===== src/rtl/pipeline_pkg.sv =====
// Shared fetch-path types and constants for the pipeline front end.
package pipeline_pkg;

   localparam int INSTR_W    = 32;
   localparam int WORD_BYTES = 4;
   localparam int PC_W       = 32;

   typedef struct packed {
      logic [PC_W-1:0]    pc;
      logic [INSTR_W-1:0] instr;
   } fetch_entry_t;

   typedef enum logic {
      RUN   = 1'b0,
      FAULT = 1'b1
   } fetch_state_t;

endpackage


===== src/rtl/fetch_queue.sv =====
// Small synchronous FIFO for prefetched {pc, instr} entries; flush wins over push/pop,
// and a push into a full queue is accepted when a pop happens on the same edge.
module fetch_queue #(
   parameter int W     = 64,
   parameter int DEPTH = 2
) (
   input  logic         clk,
   input  logic         rst_n,
   input  logic         flush,
   input  logic         push,
   input  logic         pop,
   input  logic [W-1:0] din,
   output logic [W-1:0] dout,
   output logic         empty,
   output logic         full
);

   localparam int PTR_W = (DEPTH > 1) ? $clog2(DEPTH) : 1;
   localparam int CNT_W = PTR_W + 1;

   logic [W-1:0]     mem [DEPTH];
   logic [PTR_W-1:0] rd_ptr;
   logic [PTR_W-1:0] wr_ptr;
   logic [CNT_W-1:0] count;
   logic             pop_eff;
   logic             push_eff;

   assign empty    = (count == '0);
   assign full     = (count == CNT_W'(DEPTH));
   assign pop_eff  = pop && !empty;
   assign push_eff = push && (!full || pop_eff);
   // Empty reads as zero so the head never exposes stale storage.
   assign dout     = empty ? '0 : mem[rd_ptr];

   always_ff @(posedge clk or negedge rst_n) begin
      if (!rst_n) begin
         rd_ptr <= '0;
         wr_ptr <= '0;
         count  <= '0;
      end else if (flush) begin
         rd_ptr <= '0;
         wr_ptr <= '0;
         count  <= '0;
      end else begin
         if (pop_eff)  rd_ptr <= rd_ptr + PTR_W'(1);
         if (push_eff) wr_ptr <= wr_ptr + PTR_W'(1);
         case ({push_eff, pop_eff})
            2'b10:   count <= count + CNT_W'(1);
            2'b01:   count <= count - CNT_W'(1);
            default: count <= count;
         endcase
      end
   end

   always_ff @(posedge clk) begin
      if (push_eff && !flush) mem[wr_ptr] <= din;
   end

endmodule


===== src/rtl/imem_fetch_sequencer.sv =====
// Instruction fetch sequencer: PC register, address legality, RUN/FAULT control,
// and a prefetch queue feeding the IF/ID boundary.
module imem_fetch_sequencer
   import pipeline_pkg::*;
#(
   parameter int              ADDR_W    = 32,
   parameter int              MEM_BYTES = 1024,
   parameter int              DEPTH     = 2,
   parameter logic [ADDR_W-1:0] RESET_PC = '0
) (
   input  logic              clk,
   input  logic              rst_n,
   output logic [ADDR_W-1:0] imem_pc,
   input  logic [INSTR_W-1:0] imem_instr,
   input  logic              stall,
   input  logic              redirect_valid,
   input  logic [ADDR_W-1:0] redirect_pc,
   output logic              if_valid,
   output logic [INSTR_W-1:0] if_instr,
   output logic [ADDR_W-1:0] if_pc,
   output logic [ADDR_W-1:0] if_pc_plus4,
   output logic              fetch_fault
);

   localparam int E_W = ADDR_W + INSTR_W;

   fetch_state_t      state;
   fetch_state_t      state_nxt;
   logic [ADDR_W-1:0] pc_nxt;
   logic [ADDR_W-1:0] seq_pc;
   logic              push;
   logic              pop;
   logic              q_empty;
   logic              q_full;
   logic [E_W-1:0]    q_head;

   function automatic logic is_legal(input logic [ADDR_W-1:0] a);
      return (a[1:0] == 2'b00) && (a <= ADDR_W'(MEM_BYTES - WORD_BYTES));
   endfunction

   assign seq_pc = imem_pc + ADDR_W'(WORD_BYTES);
   assign pop    = if_valid && !stall && !redirect_valid;

   always_ff @(posedge clk or negedge rst_n) begin
      if (!rst_n) begin
         state   <= RUN;
         imem_pc <= RESET_PC;
      end else begin
         state   <= state_nxt;
         imem_pc <= pc_nxt;
      end
   end

   // An illegal imem_pc in RUN (sequential overrun) moves to FAULT one edge after the last push.
   always_comb begin
      state_nxt = state;
      pc_nxt    = imem_pc;
      push      = 1'b0;
      if (redirect_valid) begin
         pc_nxt    = redirect_pc;
         state_nxt = is_legal(redirect_pc) ? RUN : FAULT;
      end else if (state == RUN) begin
         if (!is_legal(imem_pc)) begin
            state_nxt = FAULT;
         end else if (!q_full || pop) begin
            push   = 1'b1;
            pc_nxt = seq_pc;
         end
      end
   end

   fetch_queue #(
      .W     (E_W),
      .DEPTH (DEPTH)
   ) u_queue (
      .clk   (clk),
      .rst_n (rst_n),
      .flush (redirect_valid),
      .push  (push),
      .pop   (pop),
      .din   ({imem_pc, imem_instr}),
      .dout  (q_head),
      .empty (q_empty),
      .full  (q_full)
   );

   assign if_valid    = !q_empty;
   assign if_pc       = q_head[E_W-1:INSTR_W];
   assign if_instr    = q_head[INSTR_W-1:0];
   assign if_pc_plus4 = if_valid ? (if_pc + ADDR_W'(WORD_BYTES)) : '0;
   assign fetch_fault = (state == FAULT);

endmodule


===== config.mk =====
export PLATFORM = sky130hd
export DESIGN_NAME = imem_fetch_sequencer
export DESIGN_NICKNAME = d
export VERILOG_FILES = /design/src/rtl/pipeline_pkg.sv /design/src/rtl/fetch_queue.sv /design/src/rtl/imem_fetch_sequencer.sv
export SDC_FILE = /design/constraint.sdc
export NUM_CORES = 1
export LEC_CHECK = 0
export ABC_CLOCK_PERIOD_IN_PS = 9400
export BUFFER_PORTS_ARGS = -buffer_cell sky130_fd_sc_hd__buf_2
export CAP_MARGIN = 10
export CORE_MARGIN = 2
export CORE_UTILIZATION = 25
export DETAILED_ROUTE_END_ITERATION = 12
export HOLD_SLACK_MARGIN = 0.1
export PLACE_DENSITY = 0.47
export SKIP_LAST_GASP = 1
export SLEW_MARGIN = 20
export SYNTH_ARGS = -nofsm -noshare
export SYNTH_HDL_FRONTEND = slang
export SYNTH_SLANG_ARGS = --single-unit
export TNS_END_PERCENT = 1

===== constraint.sdc =====
create_clock -name clk -period 9.4 [get_ports clk]
set_input_delay 0.94 -clock clk [delete_from_list [all_inputs] [get_ports clk]]
set_output_delay 0.94 -clock clk [all_outputs]
set_load 0.05 [all_outputs]

==> qor.yml, run 1 <==
outcome:
  outcome: "finished, final reports clean"
sta:
  fin_tns_setup_ns: 0
  layout_min_cycle_time_ns: 4.90
  hold_viol: 0
  slew_viol_final: 0
  max_slew_margin: 0.336
  tightestPinTransition_ns: 0.996
  finalCritPeriodShare: 0.521
  rsz0062_at_grt: "false"
  fin_hold_ws_ns: 0.552
  skew_ns: 0.0128
  max_freq_mhz: 204
  setup_viol: 0
setup_path:
  crit_fanout: 56
  end_kind: "output pin"
  crit_slowest_cell: "buf_4"
  arrival_ns: 3.96
  max_stage_delay_ns: 0.76
  path_class: "register to output pin"
  crit_chain: "buf_4 > mux2i_1 > a211o_1 > nor3_4 > nand4_4 > nor4_1 > mux2i_1 > buf_2"
  required_ns: 8.46
  cp-start-kind: "register"
  worst_path_most_repeated_cell: "mux2i_1"
floorplan:
  std_cell_rows: 62
  die_w_um: 175
  start_util: 0.254
  dieArea_mm2: 0.0306
  ioPinCount: 198
  die_h_um: 175
  core_mm2: 0.0287
clocking:
  cts_tree: "built"
  clk_pin_slew_ns: 0.07
  htreeDepth: 4
  cts_buffer_depth: 2
  clockRootBuffer: "clkbuf_16"
  cts_resized: 0
  clkLatencyLatePin_ns: 0.43
  cts-buffers-inserted: 17
  cts_setup_buffers: 0
  clock_sink_count: 165
  hold_buffers: 0
power:
  pwr-share-clk: 0.444
  p_comb_frac: 0.065
  power_frac_seq: 0.491
  power.internal_w: 0.00129
  p_leak_nw: 3.61
  power.density_mw_per_mm2: 182
  vdd_drop_max_uv: 76.2
  switchingPower_w: 0.000400
  swShare: 0.236
drt:
  routed_wl_um: 20000
  firstDrtPassIters: 4
  ant_nets: 0
  drc: 0
  avgRoutedWirePerCell_um: 17.8
  via_per_inst: 4.42
  num_vias: 4946
  drt-initial-drc-count: 211
final_layout:
  num_antenna_cells: 0
  layout.nets: 793
  drive_gt1_frac: 0.374
  syn2layout_area_growth_pct: 27.6
  post_layout_nonfiller_instances: 1120
placed_design:
  placed_cells: 1088
  place_congestion: 0.761
  numPortBuffers: 197
  post-dp-hpwl_um: 14000
yosys:
  synthFlopType: "edfxtp_1"
  yosysSeqAreaShare: 0.654
  synthArstFlopShare: 0.224
  synth_edf_count: 128
  synth_cell_types: 48
  ys_seq_elements: 165
  avgSynthCellArea_um2: 13.8
  synthesis.area_mm2: 0.00730
  syn-instance-count: 529
  synth-warning-count: 0
  mappedNetlistNets: 599
global_route:
  overflow: 0
  antenna_found_initial: 4
  track_usage: 0.131
  grt_pass1_vias: 4988
  grt_max_degree: 65
  grt_pass1_wl_um: 29900
min_path:
  min_path_type: "register to register"
flow_run:
  cap_violations: 0
==> Yosys cell counts (2+ instances only) <==
library cell  number  area, µm²
a211oi_2           2       25.0
a21oi_1            4       20.0
and2_1             5       31.3
and3_1             4       25.0
buf_1              7       26.3
buf_2              9       45.0
buf_4              5       37.5
clkbuf_1           2       7.51
dfrtp_1           37        926
edfxtp_1         128       3840
ha_1               2       25.0
inv_1              5       18.8
mux2_2            29        327
mux2i_1           65        651
nand2_1           30        113
nand3_1           19       95.1
nand3b_1           3       22.5
nand3b_4           2       40.0
nand4_1            8       50.1
nor2_1            72        270
nor2b_1            2       12.5
nor3_1             8       40.0
nor4_1            15       93.8
o21ai_0           13       65.1
or3_1              2       12.5
or4_1              2       15.0
xnor2_1           16        140
xor2_1            13        114
==> final timing paths <==
| check | start | end | slack [ns] | cells past startpoint |
|---|---|---|---|---|
| setup / recovery | u_queue.rd_ptr | if_pc_plus4[31] | 4.50 | 8 |
| hold / removal | imem_pc[5] | u_queue.mem[1][37] | 0.55 | 0 |
| setup reg to reg | imem_pc[29] | u_queue.mem[0][57] | 5.68 | 5 |
| hold reg to reg | imem_pc[5] | u_queue.mem[1][37] | 0.55 | 0 |
| max in group asynchronous | rst_n | u_queue.rd_ptr | 8.03 | 1 |
| min in group asynchronous | rst_n | imem_pc[2] | 0.65 | 1 |
==> cells in the final DEF, fill, tap and decap left out, types with 5 or more instances in the layout <==
master	synthesis	final
and2_1	5	5
buf_2	9	197
clkbuf_16	0	18
dfrtp_1	37	36
edfxtp_1	128	128
inv_1	5	5
mux2_2	29	29
mux2i_1	65	65
nand2_1	30	30
nand3_1	19	19
nand4_1	8	8
nor2_1	72	71
nor3_1	8	8
nor4_1	15	15
o21ai_0	13	13
xnor2_1	16	16
xor2_1	13	13
==> area by class of cell <==
cell class                 count  area, µm²
clock buffer                  20        478
clock inverter                12        163
fill                        2951      19400
inverter                       6       22.5
multi-input combinational    332       2370
sequential                   165       4770
tap                          384        480
timing repair buffer         201       1020
==> worst max-delay path: cells and delay by family (launching register included) <==
family | cells | cell delay (ns)
mux | 2 | 0.51
simple gates | 3 | 0.89
buf+inv | 2 | 1.06
flops | 1 | 0.73
compound gates | 1 | 0.33
==> cell families (layout without fill, tap and decap cells) <==
| family | Yosys count | count (layout) | share of synthesized area |
|---|---|---|---|
| AO/OA/AOI/OAI | 26 | 26 | 0.0228 |
| XOR/XNOR | 29 | 29 | 0.0348 |
| adder cells (fa/ha/maj) | 2 | 2 | 0.00343 |
| buffers and inverters | 32 | 239 | 0.0233 |
| flip-flops | 165 | 165 | 0.654 |
| multiplexers | 94 | 94 | 0.134 |
| AND/OR/NAND/NOR | 181 | 181 | 0.128 |
==> registers in the layout (all words and copies together), names as in the netlist <==
register / flops
imem_pc: 32
u_queue.count: 2
u_queue.mem: 128
u_queue.wr_ptr: 1
u_queue.rd_ptr: 1
fetch_fault: 1
==> metal layers <==
layer,up-vias,wire length [µm],track usage
met5,-,45,0
met4,8,265,0.0372
met3,30,1270,0.0381
met2,161,9080,0.202
met1,2398,9300,0.178
li1,2349,-,-
==> power by group through the flow <==
stage / registers (W) / logic [W] / clock network, W
5_1_grt: 0.000832 / 0.000117 / 0.000798
3_5_place_dp: 0.000845 / 0.000111 / 0
4_1_cts: 0.000830 / 0.000112 / 0.000771
6_report: 0.000829 / 0.000111 / 0.000750
3_3_place_gp: 0.000845 / 0.000111 / 0
2_1_floorplan: 0.000882 / 0.0000211 / 0
==> through the flow <==
step	total power, W	utilization	area, µm²	setup slack (ns)
global route	0.00175	0.324	9310	4.19
floorplan	0.000903	-	7300	2.59
global placement	0.000956	0.302	8670	4.90
CTS	0.00171	0.324	9310	4.39
detailed placement	0.000957	0.302	8670	4.87
finish	0.00169	0.324	9310	4.50
(Power assumes the default switching activity.)
==> inputs of run 2 (changes only) <==
ABC_CLOCK_PERIOD_IN_PS = 4800   (was 9400)
clock period = 4.8 ns   (was 9.4 ns; I/O delays follow)
==> run 2 against run 1 <==
Die area stayed put. Non-clock buffer count increased by 3. Count of clock-buffer cells in the layout down 2. Clock power increased by 73%. Wire length rose by 0.57%. Combinational power rose by 95%.
==> qor.yml, run 2 (same netlist as run 1, synthesis figures left out) <==
outcome:
  outcome: "finished, final reports clean"
setup_path:
  cp-start-kind: "register"
  crit_fanout: 34  # -39%
  crit-reg2reg-launch: "imem_pc[10]"
  reg2reg_setup_slack_ns: 1.77  # -3.91 ns
  crit_chain: "buf_4 > mux2i_1 > a211o_1 > nor3_4 > nand4_4 > or4_1 > nand2_1 > buf_2"
  crit_family: "simple AND/OR/NAND/NOR gates"
  arrival_ns: 3.47  # -0.49 ns
  required_ns: 4.32  # -4.14 ns
  path_buf_inv: 2  # unchanged
  end_kind: "output pin"
  ff2ff_path_depth: 5  # unchanged
  path_class: "register to output pin"
  timing.rr.end: "u_queue.mem[0][26]"
  max_stage_delay_ns: 0.72  # -0.04 ns
  crit_slowest_cell: "dfrtp_4"
clocking:
  cts_buffer_depth: 2  # unchanged
  clkLatencyLatePin_ns: 0.43  # about the same
  cts-buffers-inserted: 17  # unchanged
  htreeDepth: 4  # unchanged
  cts_setup_buffers: 0  # unchanged
  cts_resized: 0  # unchanged
  cts_tree: "built"
  clk_pin_slew_ns: 0.07  # about the same
  clock_sink_count: 165  # unchanged
  clockRootBuffer: "clkbuf_16"
  hold_buffers: 0  # unchanged
placed_design:
  post-dp-hpwl_um: 14300  # +2.2%
  dp_slack_ns: 1.27  # -3.60 ns
  place_congestion: 0.743  # -2.4%
  numPortBuffers: 197  # unchanged
floorplan:
  std_cell_rows: 62  # unchanged
  die_w_um: 175  # unchanged
  ioPinCount: 198  # unchanged
  dieArea_mm2: 0.0306  # unchanged
  core_mm2: 0.0287  # unchanged
  die_h_um: 175  # unchanged
  start_util: 0.254  # unchanged
final_layout:
  largest_reg_flops: 128  # unchanged
  reg_top3: "u_queue.mem: 128 flops, imem_pc: 32 flops, u_queue.count: 2 flops"
  final_common_cell: "buf_2"
  num_antenna_cells: 0  # unchanged
  layout.nets: 796  # +0.38%
  final_cell_mix: "buf_2 (197), edfxtp_1 (128), nor2_1 (71)"
  regMostFlops: "u_queue.mem"
  syn2layout_area_growth_pct: 26.7
  drive_gt1_frac: 0.374  # about the same
  fin_util: 0.322  # -0.00214
drt:
  num_vias: 4924  # -0.44%
  firstDrtPassIters: 4  # unchanged
  routed_wl_um: 20100  # +0.57%
  avgRoutedWirePerCell_um: 17.9  # +0.39%
  drc: 0  # unchanged
  ant_nets: 0  # unchanged
  drt-initial-drc-count: 291  # +38%
  via_per_inst: 4.39  # -0.62%
sta:
  rsz0062_at_grt: "false"
  finalWorstSetupSlack_ns: 0.852  # -3.65 ns
  max_slew_margin: 0.305  # -0.0310
  fin_hold_ws_ns: 0.188  # -0.364 ns
  skew_ns: 0.0139  # +0.00104 ns
  max_freq_mhz: 253
  fin_tns_setup_ns: 0  # unchanged
  finalCritPeriodShare: 0.822
  slew_viol_final: 0  # unchanged
  hold_viol: 0  # unchanged
  tightestPinTransition_ns: 1.04  # +0.0441 ns
  setup_viol: 0  # unchanged
  layout_min_cycle_time_ns: 3.95
global_route:
  track_usage: 0.131  # +0.000515
  grt_pass1_wl_um: 29900  # about the same
  overflow: 0  # unchanged
  grt_max_degree: 65  # unchanged
  antenna_found_initial: 1  # -3
  grt_pass1_vias: 4953  # -0.70%
power:
  vdd_drop_max_uv: 166  # +120%
  power_frac_seq: 0.516  # +0.025
  p_comb_frac: 0.069  # +0.004
  swShare: 0.248  # +0.0116
  p_leak_nw: 3.58  # -0.99%
  pwr-share-clk: 0.415  # -0.029
  power.internal_w: 0.00236  # +83%
  power.density_mw_per_mm2: 339  # +87%
  switchingPower_w: 0.000778  # +95%
min_path:
  min_path_type: "input pin to async pin"
flow_run:
  cap_violations: 0  # unchanged
run 2: layout make-up:
type | instances | area (µm²)
Timing Repair Buffer | 204 | 1040
Clock inverter | 13 | 125
Tap cell | 384 | 480
Inverter | 6 | 22.5
Clock buffer | 18 | 429
Multi-Input combinational cell | 332 | 2380
Fill cell | 2948 | 19500
Sequential cell | 165 | 4770
run 2: through the flow:
stage	power, W	cells	instance area (µm²)
global route	0.00326	1122	9250
floorplan	0.00177	529	7300
CTS	0.00319	1122	9250
finish	0.00314	1122	9250
global placement	0.00187	1091	8690
detailed placement	0.00187	1091	8690
run 2: power by group through the flow:
stage	sequential [W]	clock (W)	combinational [W]
after floorplan	0.00173	0	0.0000413
after global placement	0.00165	0	0.000217
after detailed placement	0.00165	0	0.000218
after CTS	0.00162	0.00135	0.000219
after global routing	0.00162	0.00140	0.000228
final	0.00162	0.00130	0.000216
run 2: metal layers:
layer | routed length (µm) | up-vias | GRT usage
li1 | - | 2346 | -
met1 | 9180 | 2386 | 0.176
met2 | 9220 | 173 | 0.207
met3 | 1420 | 17 | 0.0361
met4 | 250 | 2 | 0.0396
met5 | 16 | - | 0
run 2: worst max-delay path by stage:
stage	cells past startpoint	end	from	slack, ns
after floorplan	4	u_queue.mem[0][0]	imem_pc[25]	0.26
after global placement	8	if_pc_plus4[23]	u_queue.rd_ptr	1.28
after detailed placement	9	if_pc_plus4[22]	u_queue.count[0]	1.27
after CTS	9	if_pc_plus4[22]	u_queue.count[0]	0.79
after global routing	9	if_pc_plus4[24]	u_queue.count[0]	0.57
final	8	if_pc_plus4[23]	u_queue.rd_ptr	0.85
